[src/rtl/trigger_network_controller_pkg.sv]
// Shared types for the trigger network controller.
package trigger_network_controller_pkg;

  // Network-level run phases.
  typedef enum logic [1:0] {
    IDLE  = 2'd0,
    START = 2'd1,
    RUN   = 2'd2,
    DONE  = 2'd3
  } ctrl_state_t;

endpackage

[src/rtl/trigger_network_controller_consensus.sv]
// Masked AND-reduction of one per-trigger status vector with a single
// output register; disabled triggers never block the consensus.
module trigger_consensus #(
  parameter int N = 4
) (
  input  logic         i_clk,
  input  logic         i_rst_n,
  input  logic         i_en,
  input  logic [N-1:0] i_bits,
  input  logic [N-1:0] i_mask,
  output logic         o_q
);
  logic w_d;
  logic r_q;

  assign w_d = &(i_bits | ~i_mask);

  // Capture the reduction only while enabled so the first enabled cycle reads 0.
  always_ff @(posedge i_clk or negedge i_rst_n) begin
    if (!i_rst_n) r_q <= 1'b0;
    else          r_q <= i_en & w_d;
  end

  // Gate with enable so the broadcast drops as soon as the run ends or reset hits.
  assign o_q = r_q & i_en;

endmodule

[src/rtl/trigger_network_controller.sv]
// Network scheduler: starts enabled triggers, builds the global consensus
// broadcasts, counts sync rounds, detects quiescence and runs a watchdog.
module trigger_network_controller
  import trigger_network_controller_pkg::*;
#(
  parameter int NUM_ACTORS     = 4,
  parameter int TIMEOUT_CYCLES = 0,
  parameter int CNT_W          = 32
) (
  input  logic                  ap_clk,
  input  logic                  ap_rst_n,
  input  logic                  ap_start,
  output logic                  ap_done,
  output logic                  ap_ready,
  output logic                  ap_idle,
  input  logic [NUM_ACTORS-1:0] actor_mask,
  output logic [NUM_ACTORS-1:0] trig_start,
  input  logic [NUM_ACTORS-1:0] trig_idle,
  input  logic [NUM_ACTORS-1:0] trig_sleep,
  input  logic [NUM_ACTORS-1:0] trig_sync_exec,
  input  logic [NUM_ACTORS-1:0] trig_sync_wait,
  output logic                  all_sleep,
  output logic                  all_sync,
  output logic                  all_sync_wait,
  output logic [CNT_W-1:0]      sync_rounds,
  output logic                  timed_out
);
  localparam logic [CNT_W-1:0] CNT_ONE = CNT_W'(1);
  localparam int               TO_M1   = (TIMEOUT_CYCLES > 0) ? TIMEOUT_CYCLES - 1 : 0;
  localparam logic [CNT_W-1:0] TO_LAST = CNT_W'(TO_M1);
  localparam logic             WD_EN   = (TIMEOUT_CYCLES > 0);

  ctrl_state_t             r_state, w_next;
  logic [NUM_ACTORS-1:0]   r_mask_q;
  logic                    r_first;
  logic [CNT_W-1:0]        r_cycles;
  logic [CNT_W-1:0]        r_rounds;
  logic                    r_timed_out;
  logic                    r_sync_prev;

  logic                    w_run, w_accept, w_all_idle, w_complete, w_timeout;
  logic [NUM_ACTORS-1:0]   w_sync_any;

  assign w_run      = (r_state == RUN);
  assign w_accept   = (r_state == IDLE) && ap_start;
  assign w_all_idle = &(trig_idle | ~r_mask_q);
  // Triggers are still leaving IDLE during the first RUN cycle, so skip it.
  assign w_complete = w_run && !r_first && w_all_idle;
  assign w_timeout  = WD_EN && w_run && (r_cycles == TO_LAST);
  assign w_sync_any = trig_sync_exec | trig_sync_wait;

  // State register.
  always_ff @(posedge ap_clk or negedge ap_rst_n) begin
    if (!ap_rst_n) r_state <= IDLE;
    else           r_state <= w_next;
  end

  // Next-state logic; completion is checked before the watchdog so it wins a tie.
  always_comb begin
    w_next = r_state;
    case (r_state)
      IDLE:  if (ap_start) w_next = (actor_mask == '0) ? DONE : START;
      START: w_next = RUN;
      RUN:   if (w_complete || w_timeout) w_next = DONE;
      DONE:  w_next = IDLE;
      default: w_next = IDLE;
    endcase
  end

  // Host handshake and trigger start are pure decodes of the state.
  always_comb begin
    ap_idle    = 1'b0;
    ap_done    = 1'b0;
    trig_start = '0;
    case (r_state)
      IDLE:  ap_idle    = 1'b1;
      START: trig_start = r_mask_q;
      DONE:  ap_done    = 1'b1;
      default: ;
    endcase
  end

  assign ap_ready = ap_done;

  // Mask capture and first-RUN-cycle marker.
  always_ff @(posedge ap_clk or negedge ap_rst_n) begin
    if (!ap_rst_n) begin
      r_mask_q <= '0;
      r_first  <= 1'b0;
    end else begin
      if (w_accept) r_mask_q <= actor_mask;
      r_first <= (r_state == START);
    end
  end

  // Watchdog cycle counter and sticky abort flag, cleared on each accepted start.
  always_ff @(posedge ap_clk or negedge ap_rst_n) begin
    if (!ap_rst_n) begin
      r_cycles    <= '0;
      r_timed_out <= 1'b0;
    end else if (w_accept) begin
      r_cycles    <= '0;
      r_timed_out <= 1'b0;
    end else begin
      if (WD_EN && w_run) r_cycles <= r_cycles + CNT_ONE;
      if (w_timeout && !w_complete) r_timed_out <= 1'b1;
    end
  end

  // Round counter: one count per rising edge of the registered all_sync, saturating.
  always_ff @(posedge ap_clk or negedge ap_rst_n) begin
    if (!ap_rst_n) begin
      r_rounds    <= '0;
      r_sync_prev <= 1'b0;
    end else begin
      r_sync_prev <= all_sync;
      if (w_accept) r_rounds <= '0;
      else if (all_sync && !r_sync_prev && (r_rounds != '1)) r_rounds <= r_rounds + CNT_ONE;
    end
  end

  assign sync_rounds = r_rounds;
  assign timed_out   = r_timed_out;

  trigger_consensus #(.N(NUM_ACTORS)) u_sleep (
    .i_clk(ap_clk), .i_rst_n(ap_rst_n), .i_en(w_run),
    .i_bits(trig_sleep), .i_mask(r_mask_q), .o_q(all_sleep)
  );

  trigger_consensus #(.N(NUM_ACTORS)) u_sync (
    .i_clk(ap_clk), .i_rst_n(ap_rst_n), .i_en(w_run),
    .i_bits(w_sync_any), .i_mask(r_mask_q), .o_q(all_sync)
  );

  trigger_consensus #(.N(NUM_ACTORS)) u_sync_wait (
    .i_clk(ap_clk), .i_rst_n(ap_rst_n), .i_en(w_run),
    .i_bits(trig_sync_wait), .i_mask(r_mask_q), .o_q(all_sync_wait)
  );

endmodule

[config.mk]
export PLATFORM = sky130hd
export DESIGN_NAME = trigger_network_controller
export DESIGN_NICKNAME = d
export VERILOG_FILES = /design/src/rtl/trigger_network_controller_pkg.sv /design/src/rtl/trigger_network_controller_consensus.sv /design/src/rtl/trigger_network_controller.sv
export SDC_FILE = /design/constraint.sdc
export NUM_CORES = 1
export LEC_CHECK = 0
export CAP_MARGIN = 10
export CORE_ASPECT_RATIO = 1.75
export CORE_MARGIN = 8
export CORE_UTILIZATION = 45
export DETAILED_ROUTE_END_ITERATION = 8
export HOLD_SLACK_MARGIN = 0.03
export PLACE_DENSITY = 0.77
export SYNTH_ARGS = -nofsm -noshare
export SYNTH_HDL_FRONTEND = slang
export SYNTH_SLANG_ARGS = --single-unit
[constraint.sdc]
create_clock -name ap_clk -period 2 [get_ports ap_clk]
set_input_delay 0.5 -clock ap_clk [delete_from_list [all_inputs] [get_ports ap_clk]]
set_output_delay 0.5 -clock ap_clk [all_outputs]
set_load 0.01 [all_outputs]
==> metrics, run 1 <==
# clock sinks 43; first-pass GRT wire length 12.9 mm; number of synthesized flops with an enable pin 0; DR pass1 iterations 6; final wirelength 8.27 mm; clock power share 23.5%; Worst path max stage delay 530 ps; placed insts 442; Yosys warnings 0; htree depth 2; routability congestion estimate 0.852; clock-pin slew on the worst setup and hold paths 90 ps; Core Rows 36; Comb pwr share 37.5%; Multi-input gate area 1480 sq um; status complete, no violations; post-route ant nets 0; Synth top cells by count 43 x dfrtp_1, 25 x nand2_1, 18 x o21ai_0; width of the chip 73.6 um; worst-path fanout max 2; sequential share of the synthesized area 41.2%; Storage cell area 1080 sq um; Slew @ Worst Pin 673 ps; most common cell in the netlist dfrtp_1; post-route minimum period 2000 ps; Tcrit/Tclk final 99.8%; cell taking the most area after synthesis dfrtp_1; via count 2700; top post-synthesis cells by area dfrtp_1 41%, nand4_1 4.1%, or3_1 3.8%; switching power 938 uW; sequential share of power 39.0%; area grow syn2layout 45.4%; Initial DRC Count 224; pin count of the biggest net entering global routing 46; # hold bufs at CTS 0; Max Clock Skew 5.36 ps; top-area cell type share of the netlist area 41.2%; Avg Synthesized Cell Area 9.32 sq um; async set-or-reset flop fraction in the synthesized netlist 100%; Setup Viol. Count Final 0; fin util 67.9%; Die Y 117 um; DR WL/cell 18.1 um; Tot GR Track Use 19.1%; layout cells sized above 1 25.5%; Critical Path AT 2240 ps; Layout Cells excl Fill 456; Unique masters post-synth 46; Pint 1.75 mW; Hold Path Class primary input to asynchronous set/reset pin; CP required 2250 ps; Top cell by count, worst path or4_4; worst skew pair latency 300 ps; Max Freq 0.501 GHz; Clock Tree Buf Depth 2; Yosys reg bits 43; TritonCTS clock tree yes; critical path's slowest cell or4_4; Synth Cell Area 2610 sq um; Slew Viols, Final 0; Worst IR Drop VDD 0.577 mV; I/O Pins 66; DRC Markers 0; Startpoint Class flip-flop; PwrDens 708 nW/um^2; Crit. Startpoint r_state[0]$_DFFE_PN0P_; relative slew slack 55.1%; Max Cap Viol 0; Worst R2R Start r_state[0]$_DFFE_PN0P_; Net Sw Frac 34.9%; Nets 408; vias in the first global route 2810; Num CTS Buffers 5; Root Buffer clkbuf_8; worst-path cell chain inv_2 > ha_4 > nand3b_1 > buf_4 > or4_4 > or4_4 > nand2_2; Fillers 487; initial antenna violation count 0; mean number of vias per cell 5.92; hpwl dp 6.01 mm; unrepaired setup endpoints after global routing true; worst setup path class flip-flop to flip-flop; syn nets 309; initial core utilization 46.7%; ys flop type dfrtp_1; hold violation total from the final report 0; post-synthesis cell count 280; port bufs 64; Die ar. 8590 sq um; core footprint 5590 sq um; leakage power 1.62 nW; final global-route overflow total 0; worst hold margin 223 ps; Inserted Diodes 0; crit end category flip-flop
-- cell families after synthesis --
family,count (synthesis),synth area share (%)
multiplexers,3,1.15
AO/OA/AOI/OAI,67,16.4
adder cells (fa/ha/maj),6,2.88
other,1,0.144
buffers and inverters,28,6.33
AND/OR/NAND/NOR,131,31.5
flip-flops,43,41.2
XOR/XNOR,1,0.336
-- power groups by stage --
| stage | clock network (mW) | registers (mW) | logic, mW |
|---|---|---|---|
| after detailed placement | 0 | 1.06 | 0.989 |
| after global routing | 0.664 | 1.06 | 1.12 |
| final | 0.633 | 1.05 | 1.01 |
| after CTS | 0.633 | 1.05 | 0.987 |
| after floorplan | 0 | 1.06 | 0.484 |
| after global placement | 0 | 1.05 | 0.975 |
-- timing repair --
item / in CTS / in global routing
pin swaps: 4 / 8
gates resized for setup: 22 / 26
endpoints found under the setup margin: 14 / 30
cloned: 0 / 1
buffers inserted: 3 / 2
-- sequential cells by signal, indices dropped and copies added (netlist names) --
register         count
r_first              1
u_sync_wait.r_q      1
r_state              2
r_sync_prev          1
u_sleep.r_q          1
r_mask_q             4
u_sync.r_q           1
sync_rounds         32
-- worst paths after layout --
check,slack [ps],endpoint,cells after the start
worst max-delay path,4,sync_rounds[18]$_DFFE_PN0P_,7
worst max register to register,4,sync_rounds[18]$_DFFE_PN0P_,7
max in group asynchronous,1170,sync_rounds[5]$_DFFE_PN0P_,2
min in group ap_clk,500,sync_rounds[25]$_DFFE_PN0P_,1
worst min register to register,500,sync_rounds[25]$_DFFE_PN0P_,1
worst min-delay path,220,sync_rounds[19]$_DFFE_PN0P_,1
-- metrics by stage --
step           power, mW  instance area (sq um)  setup WS [ps]  setup TNS, ps
6_report            2.69                   3790           3.83              0
5_1_grt             2.84                   3790          -85.2           -414
4_1_cts             2.67                   3690          -12.4          -12.4
3_5_place_dp        2.05                   3530          -20.7          -20.7
3_3_place_gp        2.03                   3530           54.1              0
2_1_floorplan       1.54                   2610           9.99              0
-- routing by layer --
metal	vias to the layer above	GRT usage [%]	wire (um)
met2	136	34.7	4510
met4	0	11.1	274
met1	1292	18.5	2910
li1	1237	-	-
met3	35	5.25	573
met5	-	0	0
-- cell usage in the layout (no fill, tap or decap), types with 3 or more instances in the layout --
cell type / n
o31ai_1: 6
or3_4: 3
nor4_1: 4
and2_1: 8
nor4_4: 3
o22ai_1: 3
mux2i_1: 3
nor3_1: 3
ha_1: 4
clkbuf_2: 3
nor2_1: 8
nand3_1: 11
o21ai_0: 17
nand4_1: 17
buf_4: 42
a21oi_2: 10
nand2_1: 23
clkbuf_8: 7
nand2b_1: 5
o211ai_1: 5
or4_4: 4
a21oi_1: 11
or4_1: 6
o21ai_2: 4
dfrtp_1: 43
and4_1: 3
and3_1: 5
dlygate4sd2_1: 5
inv_1: 9
clkdlybuf4s50_1: 53
or3_1: 13
-- critical path: cells and delay by family, from the launching register on --
kind | cells | cell delay, ps
buf+inv | 2 | 240
fa+ha+maj | 1 | 120
flops | 1 | 400
simple gates | 4 | 1180
-- final cells by class --
cell class	count	area share [%]
inverter	11	1.09
sequential	43	28.4
tap	76	2.51
clock inverter	1	0.198
multi-input combinational	209	39.1
clock buffer	7	2.54
timing repair buffer	109	26.2
No activity file was read; power rests on OpenSTA's default activity.
==> run 2: changes to the inputs <==
--- a/config.mk
+++ b/config.mk
@@ -8,10 +8,10 @@
 export CAP_MARGIN = 10
 export CORE_ASPECT_RATIO = 1.75
 export CORE_MARGIN = 8
-export CORE_UTILIZATION = 45
+export CORE_UTILIZATION = 53
 export DETAILED_ROUTE_END_ITERATION = 8
 export HOLD_SLACK_MARGIN = 0.03
-export PLACE_DENSITY = 0.77
+export PLACE_DENSITY = 0.85
 export SYNTH_ARGS = -nofsm -noshare
 export SYNTH_HDL_FRONTEND = slang
 export SYNTH_SLANG_ARGS = --single-unit
==> constraint.sdc (replaced) <==
create_clock -name ap_clk -period 2.44 [get_ports ap_clk]
set_input_delay 0.61 -clock ap_clk [delete_from_list [all_inputs] [get_ports ap_clk]]
set_output_delay 0.61 -clock ap_clk [all_outputs]
set_load 0.01 [all_outputs]
==> run 2 against run 1 <==
  * Critical endpoint is now trig_start[2]
  * Hold slack better by 160 ps
  * Worst setup slack better by 56 ps
  * Combinational power down 26%
==> metrics, run 2 (synthesized netlist as in run 1, its figures left out) <==
Num CTS Buffers 5; Setup TNS 0 ps; Startpoint Class flip-flop; Clock Tree Buf Depth 2; final wirelength 7.17 mm; post-route minimum period 2380 ps; area grow syn2layout 29.6%; PnR worst setup slack 60.0 ps; pre-CTS WS 278 ps; Max Cap Viol 0; max reg flops 32; Worst path max stage delay 550 ps; port bufs 64; initial antenna violation count 0; htree depth 2; critical path's slowest cell clkdlybuf4s50_1; layout cells sized above 1 10.4%; Layout Cells excl Fill 401; pin count of the biggest net entering global routing 44; Setup Viol. Count Final 0; relative slew slack 62.3%; # clock sinks 43; Root Buffer clkbuf_8; Critical Path AT 1770 ps; Max Clock Skew 5.12 ps; Hold Path Class primary input to asynchronous set/reset pin; DRC Markers 0; routability congestion estimate 0.899; worst-path fanout max 5; hpwl dp 5.49 mm; clock-pin slew on the worst setup and hold paths 80 ps; Inserted Diodes 0; Die ar. 7510 sq um; worst skew pair latency 300 ps; Die Y 109 um; commonest non-fill, non-tap cell in the layout clkdlybuf4s50_1; core footprint 4850 sq um; post-route ant nets 0; # hold bufs at CTS 0; hold violation total from the final report 0; Worst IR Drop VDD 0.757 mV; mean number of vias per cell 6.15; PwrDens 605 nW/um^2; Slew @ Worst Pin 565 ps; status complete, no violations; via count 2468; CP required 1830 ps; Slew Viols, Final 0; Core Rows 34; DR pass1 iterations 4; TritonCTS clock tree yes; first-pass GRT wire length 12.0 mm; Power, Total 2.05 mW; I/O Pins 66; Nets 375; crit end category output port; most frequent cells in the layout 59 x clkdlybuf4s50_1, 43 x dfrtp_1, 25 x nand2_1; DR WL/cell 17.9 um; Storage cell area 1080 sq um; Tot GR Track Use 19.1%; final global-route overflow total 0; Max Freq 0.420 GHz; leakage power 1.44 nW; worst setup path class flip-flop to output port; initial core utilization 53.8%; vias in the first global route 2529; unrepaired setup endpoints after global routing false; Multi-input gate area 1370 sq um; Initial DRC Count 111; Tcrit/Tclk final 97.5%; worst hold margin 386 ps; placed insts 392; worst-path cell chain inv_1 > ha_2 > and2_1 > clkdlybuf4s50_1; width of the chip 69.0 um; Fillers 401
## run 2: cell count changes in the layout (fill, tap and decap cells not counted), moves of 4 or more
| cell | previous run | this run |
|---|---|---|
| buf_4 | 42 | 11 |
| a21oi_1 | 11 | 17 |
| a21oi_2 | 10 | 4 |
| clkdlybuf4s50_1 | 53 | 59 |
| dlygate4sd2_1 | 5 | 1 |
| or4_1 | 6 | 10 |
| or4_4 | 4 | 0 |
## run 2: worst paths after layout
kind | cells after the start | start | endpoint | slack (ps)
max | 4 | r_state[1]$_DFFE_PN0P_ | trig_start[2] | 60
min | 2 | ap_rst_n | sync_rounds[16]$_DFFE_PN0P_ | 390
max reg2reg | 7 | r_state[0]$_DFFE_PN0P_ | sync_rounds[29]$_DFFE_PN0P_ | 310
min reg2reg | 1 | sync_rounds[25]$_DFFE_PN0P_ | sync_rounds[25]$_DFFE_PN0P_ | 510
max in group asynchronous | 2 | ap_rst_n | r_mask_q[2]$_DFFE_PN0N_ | 1670
min in group ap_clk | 1 | sync_rounds[25]$_DFFE_PN0P_ | sync_rounds[25]$_DFFE_PN0P_ | 510
## run 2: critical path: cells and delay by family (launching register included)
kind,cells,cell delay (ps)
buffers and inverters,2,680
DFF,1,410
and+or+nand+nor,1,140
adders and majority gates,1,240
## run 2: timing repair
action / 4_1_cts / 5_1_grt
setup buffers: 0 / 1
resized for setup: 3 / 3
endpoints found under the setup margin: 6 / 3
## run 2: stage by stage
stage | util (%) | instance area, sq um
after CTS | 69.4 | 3370
final | 69.7 | 3380
after global routing | 69.7 | 3380
after floorplan | - | 2610
after detailed placement | 67.7 | 3280
after global placement | 67.7 | 3280
## run 2: area by class of cell
class / instances / share of cell area (%)
timing repair buffer: 76 / 22.0
multi-input combinational: 209 / 40.5
tap: 54 / 2.00
clock buffer: 7 / 2.26
sequential: 43 / 31.8
inverter: 11 / 1.22
clock inverter: 1 / 0.148
## run 2: per-layer routing
layer | global-route usage (%) | part of all wire [%] | wire [um] | up-vias
met2 | 36.5 | 55 | 3920 | 89
met1 | 18.6 | 35 | 2540 | 1190
li1 | - | - | - | 1173
met4 | 7.66 | 2.8 | 203 | 0
met5 | 0 | 0 | 0 | -
met3 | 5.74 | 7.0 | 501 | 16
## run 2: power by group
| group | switching [mW] | internal (mW) |
|---|---|---|
| sequential | 0.0599 | 0.799 |
| clock | 0.243 | 0.201 |
| combinational | 0.404 | 0.340 |
| total | 0.707 | 1.34 |
